$ cat config.mk
export PLATFORM = sky130hd
export DESIGN_NAME = adc_fifo_drain_packer
export DESIGN_NICKNAME = d
export VERILOG_FILES = /design/src/rtl/adc_fifo_drain_packer.sv
export SDC_FILE = /design/constraint.sdc
export NUM_CORES = 1
export LEC_CHECK = 0
export ABC_AREA = 1
export BUFFER_PORTS_ARGS = -buffer_cell sky130_fd_sc_hd__buf_4
export CAP_MARGIN = 40
export CORE_MARGIN = 2
export CORE_UTILIZATION = 53
export CTS_BUF_LIST = sky130_fd_sc_hd__clkbuf_8 sky130_fd_sc_hd__clkbuf_16
export DETAILED_ROUTE_END_ITERATION = 6
export PLACE_DENSITY = 0.81
export SLEW_MARGIN = 10
export SYNTH_ARGS = -nofsm -noshare
export SYNTH_HDL_FRONTEND = slang
export SYNTH_SLANG_ARGS = --single-unit
$ cat constraint.sdc
create_clock -name clk -period 2.1 [get_ports clk]
set_input_delay 0.105 -clock clk [delete_from_list [all_inputs] [get_ports clk]]
set_output_delay 0.105 -clock clk [all_outputs]
set_load 0.02 [all_outputs]
$ cat src/rtl/adc_fifo_drain_packer.sv
// Drains a fixed-length capture of ADC samples from a channel FIFO (read latency 1)
// and packs two samples per 32-bit word onto an AXI-Stream-style master port.
module adc_fifo_drain_packer #(
  parameter int unsigned DATA_WIDTH = 12,
  parameter int unsigned LEN_WIDTH  = 16
) (
  input  logic                  clk,
  input  logic                  rst,
  input  logic                  start,
  input  logic [LEN_WIDTH-1:0]  num_samples,
  input  logic                  abort,
  output logic                  busy,
  output logic                  done,
  input  logic                  fifo_not_empty,
  output logic                  fifo_rd_en,
  input  logic [DATA_WIDTH-1:0] fifo_dout,
  output logic [31:0]           m_tdata,
  output logic                  m_tvalid,
  input  logic                  m_tready,
  output logic                  m_tlast
);

  localparam int unsigned HALF_W = 16;

  typedef enum logic [2:0] {
    S_IDLE,
    S_REQ,
    S_WAIT,
    S_PUSH,
    S_FIN
  } state_t;

  state_t               state, state_next;
  logic [LEN_WIDTH-1:0] rem, rem_next;
  logic                 phase, phase_next;
  logic [31:0]          tdata_next;

  // Next-state and datapath; fifo_rd_en is the only combinational output.
  always_comb begin
    state_next = state;
    rem_next   = rem;
    phase_next = phase;
    tdata_next = m_tdata;
    fifo_rd_en = 1'b0;

    unique case (state)
      S_IDLE: begin
        if (start && !abort) begin
          if (num_samples != '0) begin
            rem_next   = num_samples;
            phase_next = 1'b0;
            tdata_next = '0;
            state_next = S_REQ;
          end else begin
            state_next = S_FIN;
          end
        end
      end
      S_REQ: begin
        fifo_rd_en = fifo_not_empty;
        if (fifo_not_empty) state_next = S_WAIT;
      end
      S_WAIT: begin
        if (phase) tdata_next = {HALF_W'(fifo_dout), m_tdata[15:0]};
        else       tdata_next = {m_tdata[31:16], HALF_W'(fifo_dout)};
        rem_next   = rem - LEN_WIDTH'(1);
        phase_next = ~phase;
        if (phase || rem == LEN_WIDTH'(1)) state_next = S_PUSH;
        else                               state_next = S_REQ;
      end
      S_PUSH: begin
        if (m_tready) begin
          tdata_next = '0;
          phase_next = 1'b0;
          state_next = (rem == '0) ? S_FIN : S_REQ;
        end
      end
      S_FIN:   state_next = S_IDLE;
      default: state_next = S_IDLE;
    endcase

    // Abort wins over everything; a sample held in WAIT is dropped with the word.
    if (abort && state != S_IDLE) begin
      state_next = S_IDLE;
      rem_next   = '0;
      phase_next = 1'b0;
      tdata_next = '0;
      fifo_rd_en = 1'b0;
    end
  end

  // State, datapath and registered status outputs decoded from the next state.
  always_ff @(posedge clk) begin
    if (rst) begin
      state    <= S_IDLE;
      rem      <= '0;
      phase    <= 1'b0;
      m_tdata  <= '0;
      busy     <= 1'b0;
      done     <= 1'b0;
      m_tvalid <= 1'b0;
      m_tlast  <= 1'b0;
    end else begin
      state    <= state_next;
      rem      <= rem_next;
      phase    <= phase_next;
      m_tdata  <= tdata_next;
      busy     <= (state_next != S_IDLE);
      done     <= (state_next == S_FIN);
      m_tvalid <= (state_next == S_PUSH);
      m_tlast  <= (state_next == S_PUSH) && (rem_next == '0);
    end
  end

endmodule

# [Word level (Yosys, flattened, before mapping)]
# Index checks and enable logic that the tools add are counted.
[totals] ff_bits=56 elab_cells=61 output_inout_bits=37
[classes] eq_ne=11 bitwise=1 n_reduce_logical=16 n_addsub=1 n_mux=23
[ops] op="$mux W32" count=4
[ops] op="$pmux W32 S3" count=1
[ops] op="$mux W16" count=3
[ops] op="$logic_not A16 Y1" count=2
[ops] op="$pmux W16 S2" count=1
[ops] op="$mux W3" count=6
[ops] op="$eq A16 B1 Y1 const B" count=1
[ops] op="$reduce_bool A16 Y1" count=1
[ops] op="$sub A16 B1 Y16 const B" count=1
[ops] op="$pmux W3 S4" count=1
[ops] op="$ne A2 B2 Y1 const B" count=5
[ops] op="$reduce_and A5 Y1" count=2
[ops] op="$eq A3 B2 Y1 const B" count=3
[ops] op="$reduce_bool A3 Y1" count=3
[ops] op="$mux W1" count=5
[ops] op="$reduce_and A4 Y1" count=1
[ops] op="$eq A3 B1 Y1 const B" count=1
[ops] op="$eq A3 B3 Y1 const B" count=1
[ops] op="$logic_and A1 B1 Y1" count=3
[ops] op="$logic_not A3 Y1" count=1
[ops] op="$pmux W1 S3" count=1
[ops] op="$mux W2" count=1
[ops] op="$reduce_or A2 Y1" count=1
[ops] op="$logic_not A1 Y1" count=1
[ops] op="other kinds (2)" count=2

# [Logic depth before layout (Yosys ltp)]
# Gate-level depths: netlist of the first run.
[depth] word_depth=7 mapped_depth=17

# [Worst setup path before layout of the first run]
# No wires, ideal clock.
[synth_timing] kind="register to register" startpoint="reg rem[0]" endpoint="reg busy" synth_period_minus_slack_ns=1.683 arrival_time_ns=1.556 path_stages_with_launch=11 slack_ns=0.417 cell_sequence="dfxtp_1 > inv_1 > ha_1 > nand2_2 > nor2_4 > nand3_1 > nand2_1 > nand2_1 > nor2_2 > nor3_1 > or3_1"
[synth_between] elab_chain_len=6
[synth_lines] element="start, declared" line="34" source="logic [LEN_WIDTH-1:0] rem, rem_next;"
[synth_lines] element="start signal, assigned" line="105" source="rem <= rem_next;"
[synth_lines] element="$logic_not A16 Y1 / $eq A16 B1 Y1 (equally long branches)" line="75, 68"
[synth_lines] element="$mux W3 / $logic_or A1 B1 Y1 (equally long branches)" line="75, 68"
[synth_lines] element="$mux W3 / $mux W2 (equally long branches)" line="72, 68"
[synth_lines] element="$pmux W3 S4 (*)" line="46" source="unique case (state)"
[synth_lines] element="$mux W3 (*)" line="83" source="if (abort && state != S_IDLE) begin"
[synth_lines] element="$reduce_bool A3 Y1 (*)" line="108" source="busy <= (state_next != S_IDLE);"
[synth_lines] element="end signal, assigned" line="108"
[synth_lines] element="end, declared" line="12" source="output logic busy,"
# Every way passes the cells marked *; elsewhere a longest branch is shown, timed or not.
# A chain may end at the register's enable or synchronous reset.

# [Worst setup path in the final report of the first run]
# Same ends and word-level chain as after synthesis.

==> reports/results.txt, run 1 <==
pin count of the biggest net entering global routing - 25
skew final - 0.00300 ns
hold buffer count at cts - 0
post-synthesis cell count - 446
nets - 544
Post-Syn Area per Cell - 6.35 um^2
gpl congestion - 0.981
root buf cell - clkbuf_8
total congestion overflow - 0
row cnt - 26
Crit path required time - 2.28 ns
die height - 77.1 um
Placeable Area - 5140 um^2
final WL - 7640 um
Finish-stage setup viols - 0
Final Non-Filler Cells - 578
CTS Buffer Depth - 2
critical path arrival - 2.11 ns
first-pass GRT wire length - 12600 um
minimum clock period - 1.93 ns
TritonCTS clock tree - yes
CP Max Fanout - 6
dpl cell area - 3320 um^2
sequential area share after synthesis - 33.9%
final-report max-slew violation count - 0
Netlist Area Pre-Place - 2830 um^2
via count - 3044
Die X-Extent - 77.1 um
Hold Fails Final Rpt - 0
kind of critical path - flop to flop
1st-iter DRT viols - 288
Worst Setup End Kind - flop
share of layout cells above drive strength 1 - 21.1%
drt wl/cell - 13.2 um
ANT cells - 0
fillers - 493
vias in the first global route - 2822
worst hold path class - primary input to flop
DRC - 0
Port Buffers - 62
initial antenna violation count - 0
io pins - 71
Post-CTS Resized - 0
worst skew pair latency - 0.29 ns
Total GRT Usage - 25.9%
Reg clk slew, reported paths - 0.09 ns
initial core utilization - 55.1%
H-tree depth - 2
post-route ant nets - 0
drt first pass iters - 5
Power per Cell Area - 667 nW/um^2
Synth Register Bits - 48
Max Freq - 0.518 GHz
fin area - 3410 um^2
final hold slack - 0.0731 ns
post-CTS setup buffers - 0
crit start category - flop
VDD IR max - 530 uV
DIE AREA - 5940 um^2
P_leak - 1.63 nW
Post-DP HPWL - 5810 um
synth warn - 0
status - completed
Cell variety after synth - 37
CTS Buf Count - 5
Final period util - 91.9%
HP Start - fifo_dout[10]
P&R area growth vs syn - 20.5%
FF-to-FF Start - rem[0]
# placed instances - 571
max cap viols - 0
Worst Setup SP - rem[0]
TritonCTS Sinks - 48
Vias/cell - 5.27
TNS Setup - 0 ns
unrepaired setup endpoints after global routing - no
-- cells in the mapped netlist --
| master | n | share of area [%] |
|---|---|---|
| nand2_1 | 130 | 17 |
| nor2_1 | 55 | 7.3 |
| dfxtp_1 | 48 | 34 |
| inv_1 | 47 | 6.2 |
| nand3_1 | 43 | 7.6 |
| a21oi_1 | 26 | 4.6 |
| o21ai_0 | 17 | 3.0 |
| buf_4 | 11 | 2.9 |
| nor2_2 | 6 | 1.3 |
| inv_2 | 5 | 0.66 |
| buf_2 | 4 | 0.71 |
| clkbuf_1 | 4 | 0.53 |
| nand2_2 | 4 | 0.88 |
| nand4_1 | 4 | 0.88 |
| nor3_1 | 4 | 0.71 |
| buf_6 | 3 | 1.2 |
| nand2_4 | 3 | 1.2 |
| nand3_2 | 3 | 1.1 |
| nor2_4 | 3 | 1.2 |
| o211ai_1 | 3 | 0.80 |
| o21ai_1 | 3 | 0.53 |
| ha_1 | 2 | 0.88 |
| nor3_2 | 2 | 0.71 |
| o21bai_1 | 2 | 0.53 |
| o22ai_1 | 2 | 0.44 |
| a211oi_1 | 1 | 0.27 |
| a31oi_1 | 1 | 0.22 |
| clkbuf_2 | 1 | 0.18 |
| clkinv_1 | 1 | 0.13 |
| conb_1 | 1 | 0.13 |
| inv_4 | 1 | 0.22 |
| nand3_4 | 1 | 0.62 |
| nand3b_1 | 1 | 0.27 |
| o31ai_1 | 1 | 0.27 |
| or2_1 | 1 | 0.22 |
| or2_2 | 1 | 0.22 |
| or3_1 | 1 | 0.22 |
-- critical path: stages, from the launching register on --
cell and delay (ns):
dfxtp_1 0.33, inv_1 0.15, ha_1 0.24, nand2_2 0.12, nor2_4 0.18, nand3_1 0.13
nand2_1 0.09, nand2_1 0.06, nor2_2 0.12, nor3_1 0.08, or3_1 0.34
-- cell families after synthesis --
group | share of synthesized area, %
adder cells (fa/ha/maj) | 0.884
other | 0.132
buffers and inverters | 12.8
AO/OA/AOI/OAI | 10.6
AND/OR/NAND/NOR | 41.6
flip-flops | 33.9
-- where the power goes --
group / switching [W] / total (W) / internal [W]
combinational: 0.000466 / 0.000713 / 0.000247
clock: 0.000298 / 0.000561 / 0.000263
sequential: 0.0000486 / 0.00100 / 0.000953
-- layout make-up --
class | count | area, um^2 | area share [%]
tap | 70 | 87.6 | 2.57
timing repair buffer | 71 | 533 | 15.6
inverter | 54 | 205 | 6.01
multi-input combinational | 328 | 1540 | 45.0
clock buffer | 6 | 82.6 | 2.42
sequential | 48 | 961 | 28.2
clock inverter | 1 | 8.76 | 0.257
-- registers in the layout, summed over array words and instances, names as in the netlist --
name and cells:
phase 1, done 1, state 3, m_tlast 1, rem 16, m_tdata 24
busy 1, m_tvalid 1
-- per-layer routing --
layer  vias to the layer above  track usage (%)  routed length [um]
met4                         0             8.57                  69
li1                       1510                -                   -
met3                         8             7.29                 784
met1                      1366             32.4                3200
met5                         -                0                   0
met2                       160             43.1                3580
-- cell usage in the layout (no fill, tap or decap), drive strengths merged --
| master | synthesis | final |
|---|---|---|
| inv | 53 | 53 |
| o21ai | 20 | 20 |
| dfxtp | 48 | 48 |
| clkbuf | 5 | 6 |
| nor3 | 6 | 6 |
| or3 | 1 | 1 |
| or2 | 2 | 2 |
| o31ai | 1 | 1 |
| o211ai | 3 | 3 |
| a31oi | 1 | 1 |
| a21oi | 26 | 26 |
| o21bai | 2 | 2 |
| conb | 1 | 8 |
| a211oi | 1 | 1 |
| buf | 18 | 71 |
| ha | 2 | 2 |
| o22ai | 2 | 2 |
| nand2 | 137 | 137 |
| clkinv | 1 | 2 |
| nand3 | 47 | 47 |
| nand4 | 4 | 4 |
| nand3b | 1 | 1 |
| nor2 | 64 | 64 |
-- worst paths after layout --
path | end | slack, ns | cells past startpoint
max | busy | 0.17 | 10
min | m_tdata[26] | 0.07 | 3
min reg2reg | m_tdata[5] | 0.47 | 2
max reg2reg | busy | 0.17 | 10
-- per-stage QoR --
stage          utilization [%]  setup slack (ns)  total power, W
2_1_floorplan                -             0.417         0.00154
3_3_place_gp              64.6             0.251         0.00171
3_5_place_dp              64.6             0.210         0.00172
4_1_cts                   66.4             0.194         0.00228
5_1_grt                   66.4           0.00159         0.00243
6_report                  66.4             0.171         0.00228
Note: power is estimated with default switching activity, not from simulation.
==> run 2, diff against run 1 <==
--- a/config.mk
+++ b/config.mk
@@ -12,7 +12,8 @@
 export CORE_UTILIZATION = 53
 export CTS_BUF_LIST = sky130_fd_sc_hd__clkbuf_8 sky130_fd_sc_hd__clkbuf_16
 export DETAILED_ROUTE_END_ITERATION = 6
-export PLACE_DENSITY = 0.81
+export PLACE_DENSITY = 0.86
+export SKIP_LAST_GASP = 1
 export SLEW_MARGIN = 10
 export SYNTH_ARGS = -nofsm -noshare
 export SYNTH_HDL_FRONTEND = slang
==> run 2 against run 1 <==
Critical path depth did not move. Critical endpoint unchanged. Flip-flop and latch count did not move. Clock-buffer cell count decreased by 1. Setup slack gained 0.0086 ns. Via count is 0.99% higher.
==> reports/results.txt, run 2 (same netlist as run 1, synthesis figures left out) <==
Hold Fails Final Rpt - 0 (unchanged)
total power draw - 0.00251 W (was 0.00228 W)
depth of the worst hold-timing path - 3 (unchanged)
Vias/cell - 5.34 (was 5.27)
pin count of the biggest net entering global routing - 25 (unchanged)
commonest non-fill, non-tap cells in the layout - nand2_1 (130), buf_4 (68), nor2_1 (55) (was nand2_1 (130), buf_4 (71), nor2_1 (55))
CTS Buf Count - 5 (unchanged)
VDD IR max - 420 uV (was 530 uV)
switching share of power - 33.4% (was 35.7%)
Critical Path Sink - busy (unchanged)
die height - 77.1 um (unchanged)
minimum clock period - 1.92 ns (was 1.93 ns)
H-tree depth - 2 (unchanged)
DIE AREA - 5940 um^2 (unchanged)
CP Max Fanout - 6 (unchanged)
Most flops, register - m_tdata (unchanged)
1st-iter DRT viols - 410 (was 288)
R2R cell count - 10 (unchanged)
Final period util - 91.5% (was 91.9%)
vias in the first global route - 2830 (was 2822)
Comb pwr share - 28.3% (was 31.3%)
reg2reg setup slack - 0.18 ns (was 0.17 ns)
nets - 541 (was 544)
Worst Setup SP - rem[0] (unchanged)
ANT cells - 0 (unchanged)
P_leak - 1.64 nW (was 1.63 nW)
clock power share - 31.9% (was 24.7%)
DRC - 0 (unchanged)
initial antenna violation count - 0 (unchanged)
Post-CTS Resized - 0 (unchanged)
max cap viols - 0 (unchanged)
Crit path required time - 2.29 ns (was 2.28 ns)
unrepaired setup endpoints after global routing - no (unchanged)
TNS Setup - 0 ns (unchanged)
Final Util - 66.9% (was 66.4%)
post-route ant nets - 0 (unchanged)
io pins - 71 (unchanged)
P&R area growth vs syn - 21.5% (was 20.5%)
leading cell type in the layout, fill and taps excluded - nand2_1 (unchanged)
Port Buffers - 62 (unchanged)
Power per Cell Area - 731 nW/um^2 (was 667 nW/um^2)
hold buffer count at cts - 0 (unchanged)
max FFs per register - 24 (unchanged)
post-CTS setup buffers - 0 (unchanged)
status - completed (unchanged)
fillers - 471 (was 493)
share of power burned in registers - 39.8% (was 44.0%)
Total GRT Usage - 26.8% (was 25.9%)
TritonCTS clock tree - yes (unchanged)
TritonCTS Sinks - 48 (unchanged)
drt first pass iters - 6 (was 5)
worst r2r dst - busy (unchanged)
skew final - 0.00321 ns (was 0.00300 ns)
first-pass GRT wire length - 13000 um (was 12600 um)
worst hold path class - primary input to flop (unchanged)
kind of critical path - flop to flop (unchanged)
FF+latch area - 961 um^2 (unchanged)
critical path arrival - 2.11 ns (about the same)
gpl congestion - 0.929 (was 0.981)
final WL - 7640 um (unchanged)
initial core utilization - 55.1% (unchanged)
row cnt - 26 (unchanged)
Finish-stage setup viols - 0 (unchanged)
drt wl/cell - 13.3 um (was 13.2 um)
top flop regs - m_tdata x24, rem x16, state x3 (unchanged)
via count - 3074 (was 3044)
Worst Setup End Kind - flop (unchanged)
root buf cell - clkbuf_8 (unchanged)
worst skew pair latency - 0.30 ns (was 0.29 ns)
Placeable Area - 5140 um^2 (unchanged)
Max Freq - 0.521 GHz (was 0.518 GHz)
Reg clk slew, reported paths - 0.09 ns (about the same)
NetSw - 0.000839 W (was 0.000812 W)
FF-to-FF Start - rem[0] (unchanged)
Post-DP HPWL - 5710 um (was 5810 um)
Multi-input gate area - 1540 um^2 (about the same)
final-report max-slew violation count - 0 (unchanged)
internal power - 0.00168 W (was 0.00146 W)
CTS Buffer Depth - 2 (unchanged)
total congestion overflow - 0 (unchanged)
final worst slack - 0.179 ns (was 0.171 ns)
Setup WS pre-CTS - 0.215 ns (was 0.210 ns)
share of layout cells above drive strength 1 - 21.1% (about the same)
Die X-Extent - 77.1 um (unchanged)
crit start category - flop (unchanged)
run 2: power by group through the flow:
stage | Sequential, W | Combinational, W | Clock (W)
floorplan | 0.00102 | 0.000524 | 0
global placement | 0.00102 | 0.000674 | 0
detailed placement | 0.00102 | 0.000691 | 0
CTS | 0.000998 | 0.000697 | 0.000809
global route | 0.00101 | 0.000802 | 0.000844
finish | 0.00100 | 0.000712 | 0.000803
run 2: worst min path at each step:
stage,from,endpoint
after floorplan,fifo_dout[7],m_tdata[23]
after global placement,fifo_dout[10],m_tdata[10]
after detailed placement,fifo_dout[9],m_tdata[9]
after CTS,fifo_dout[9],m_tdata[9]
after global routing,fifo_dout[10],m_tdata[10]
final,fifo_dout[5],m_tdata[5]
run 2: worst max-delay path, stage by stage, from the launching register on:
cell and delay [ns]:
dfxtp_1 0.33, inv_1 0.14, ha_1 0.22, nand2_2 0.11
nor2_4 0.20, nand3_1 0.14, nand2_1 0.08, nand2_1 0.06
nor2_2 0.13, nor3_1 0.07, or3_1 0.34
run 2: final cells by class:
cell class / instances / area share (%)
sequential: 48 / 27.9
timing repair buffer: 68 / 14.8
clock buffer: 5 / 2.00
tap: 70 / 2.55
multi-input combinational: 328 / 44.7
clock inverter: 3 / 2.00
inverter: 54 / 5.97
run 2: metrics by stage:
stage               instance area, um^2  std cells  hold slack (ns)
floorplan                          2860        453            0.252
global placement                   3300        568            0.379
detailed placement                 3300        568            0.384
CTS                                3440        576           0.0575
global route                       3440        576           0.0576
finish                             3440        576           0.0610
run 2: per-layer routing:
metal / GRT usage [%] / vias up / part of all wire, % / wire (um)
li1: - / 1511 / - / -
met4: 10.4 / 0 / 2.1 / 161
met3: 6.47 / 22 / 10 / 775
met1: 33.9 / 1369 / 41 / 3120
met5: 0 / - / 0 / 0
met2: 44.0 / 172 / 47 / 3580
==> run 3, diff against run 2 <==
--- a/config.mk
+++ b/config.mk
@@ -9,10 +9,10 @@
 export BUFFER_PORTS_ARGS = -buffer_cell sky130_fd_sc_hd__buf_4
 export CAP_MARGIN = 40
 export CORE_MARGIN = 2
-export CORE_UTILIZATION = 53
+export CORE_UTILIZATION = 49
 export CTS_BUF_LIST = sky130_fd_sc_hd__clkbuf_8 sky130_fd_sc_hd__clkbuf_16
 export DETAILED_ROUTE_END_ITERATION = 6
-export PLACE_DENSITY = 0.86
+export PLACE_DENSITY = 0.8
 export SKIP_LAST_GASP = 1
 export SLEW_MARGIN = 10
 export SYNTH_ARGS = -nofsm -noshare
==> run 3 against run 2 <==
Setup slack better by 0.021 ns. Global-route usage is 3.0 points lower. Design area fell by 1.4%. Worst hold slack improved by 0.0063 ns. Largest cell class unchanged. Largest power group unchanged.
==> reports/results.txt, run 3 (same netlist as run 1, synthesis figures left out) <==
gpl congestion - 0.916 (was 0.929)
CP Max Fanout - 6 (unchanged)
CP dominant cell by count - nand2_1 (unchanged)
R2R cell count - 10 (unchanged)
worst hold path class - primary input to flop (unchanged)
TNS Setup - 0 ns (unchanged)
FF-to-FF Start - rem[0] (unchanged)
HP Start - fifo_dout[11] (was fifo_dout[5])
worst r2r dst - busy (unchanged)
Critical Path Sink - busy (unchanged)
fin area - 3390 um^2 (was 3440 um^2)
share of layout cells above drive strength 1 - 20.9% (was 21.1%)
1st-iter DRT viols - 323 (was 410)
TritonCTS Sinks - 48 (unchanged)
skew final - 0.00380 ns (was 0.00321 ns)
Port Buffers - 62 (unchanged)
initial antenna violation count - 0 (unchanged)
io pins - 71 (unchanged)
DIE AREA - 6400 um^2 (was 5940 um^2)
P&R area growth vs syn - 19.8% (was 21.5%)
row cnt - 27 (was 26)
first-pass GRT wire length - 12100 um (was 13000 um)
worst skew pair latency - 0.30 ns (about the same)
status - completed (unchanged)
H-tree depth - 2 (unchanged)
unrepaired setup endpoints after global routing - no (unchanged)
pin count of the biggest net entering global routing - 25 (unchanged)
Finish-stage setup viols - 0 (unchanged)
CP max-delay cell - or3_1 (unchanged)
vias in the first global route - 2680 (was 2830)
Crit path required time - 2.29 ns (about the same)
Total GRT Usage - 23.8% (was 26.8%)
drt wl/cell - 12.8 um (was 13.3 um)
crit start category - flop (unchanged)
max FFs per register - 24 (unchanged)
max cap viols - 0 (unchanged)
reg2reg setup slack - 0.20 ns (was 0.18 ns)
critical path arrival - 2.09 ns (was 2.11 ns)
final-report max-slew violation count - 0 (unchanged)
Hold Fails Final Rpt - 0 (unchanged)
kind of critical path - flop to flop (unchanged)
commonest non-fill, non-tap cells in the layout - nand2_1 (130), buf_4 (69), nor2_1 (55) (was nand2_1 (130), buf_4 (68), nor2_1 (55))
die height - 80.0 um (was 77.1 um)
minimum clock period - 1.90 ns (was 1.92 ns)
root buf cell - clkbuf_8 (unchanged)
Most flops, register - m_tdata (unchanged)
Placeable Area - 5540 um^2 (was 5140 um^2)
Worst Setup End Kind - flop (unchanged)
Post-DP HPWL - 5580 um (was 5710 um)
post-route ant nets - 0 (unchanged)
top flop regs - m_tdata x24, rem x16, state x3 (unchanged)
Final period util - 90.5% (was 91.5%)
DRC - 0 (unchanged)
leading cell type in the layout, fill and taps excluded - nand2_1 (unchanged)
Vias/cell - 5.23 (was 5.34)
cells along the critical path - inv_2 > ha_1 > nand2_2 > nor2_4 > nand3_1 > nand2_1 > nand2_1 > nor2_2 > nor3_1 > or3_1 (was inv_1 > ha_1 > nand2_2 > nor2_4 > nand3_1 > nand2_1 > nand2_1 > nor2_2 > nor3_1 > or3_1)
critical path's largest stage delay - 0.35 ns (was 0.34 ns)
total congestion overflow - 0 (unchanged)
VDD IR max - 496 uV (was 420 uV)
Power per Cell Area - 660 nW/um^2 (was 731 nW/um^2)
P_leak - 1.61 nW (was 1.64 nW)
final WL - 7400 um (was 7640 um)
Reg clk slew, reported paths - 0.09 ns (about the same)
TritonCTS clock tree - yes (unchanged)
Max Freq - 0.526 GHz (was 0.521 GHz)
nets - 542 (was 541)
dpl cell area - 3310 um^2 (was 3300 um^2)
via count - 3021 (was 3074)
initial core utilization - 51.1% (was 55.1%)
fillers - 531 (was 471)
Worst Setup SP - rem[0] (unchanged)
drt first pass iters - 5 (was 6)
ANT cells - 0 (unchanged)
CTS Buf Count - 5 (unchanged)
Die X-Extent - 80.0 um (was 77.1 um)
CTS Buffer Depth - 2 (unchanged)
post-CTS setup buffers - 0 (unchanged)
[run 3: through the flow]
stage | util [%] | std cells | hold slack (ns) | setup WS [ns] | power (W)
4_1_cts | 61.2 | 578 | 0.0567 | 0.153 | 0.00224
3_3_place_gp | 59.7 | 571 | 0.379 | 0.246 | 0.00170
5_1_grt | 61.2 | 578 | 0.0562 | 0.0498 | 0.00238
2_1_floorplan | - | 453 | 0.252 | 0.417 | 0.00154
3_5_place_dp | 59.7 | 571 | 0.384 | 0.171 | 0.00171
6_report | 61.2 | 578 | 0.0674 | 0.201 | 0.00224
[run 3: metal layers]
| layer | part of all wire, % | global-route usage (%) |
|---|---|---|
| met4 | 1.9 | 7.80 |
| met3 | 9.8 | 5.88 |
| met2 | 46 | 37.8 |
| met1 | 42 | 31.6 |
| met5 | 0 | 0 |
[run 3: timing repair]
action                     CTS  global route
hold buffers                 0             0
setup endpoints to repair    0             1
resized for setup            0             1
[run 3: how the worst min path moves through the flow]
stage | to | slack, ns | cells past startpoint
finish | m_tdata[27] | 0.07 | 3
global route | m_tdata[22] | 0.06 | 3
CTS | m_tdata[22] | 0.06 | 3
detailed placement | m_tdata[22] | 0.38 | 3
global placement | m_tdata[9] | 0.38 | 3
floorplan | m_tdata[23] | 0.25 | 2
[run 3: power by group]
part / leakage, nW / switching [W] / internal (W) / total [W]
combinational: 1.18 / 0.000460 / 0.000243 / 0.000703
sequential: 0.389 / 0.0000471 / 0.000953 / 0.00100
clock: 0.0400 / 0.000307 / 0.000226 / 0.000533
[run 3: layout make-up]
type / count / area, um^2 / share of cell area, %
multi-input cells: 328 / 1540 / 45.3
flip-flops and latches: 48 / 961 / 28.3
repair buffers: 69 / 518 / 15.3
inverters: 54 / 205 / 6.05
well taps: 72 / 90.1 / 2.66
clock buffers: 5 / 68.8 / 2.03
clock inverters: 2 / 12.5 / 0.369
[run 3: critical path, delay by kind of cell, from the launching register on]
| family | cells | cell delay [ns] |
|---|---|---|
| AND/OR/NAND/NOR | 8 | 1.12 |
| flip-flops | 1 | 0.34 |
| adder cells (fa/ha/maj) | 1 | 0.22 |
| buffers and inverters | 1 | 0.11 |
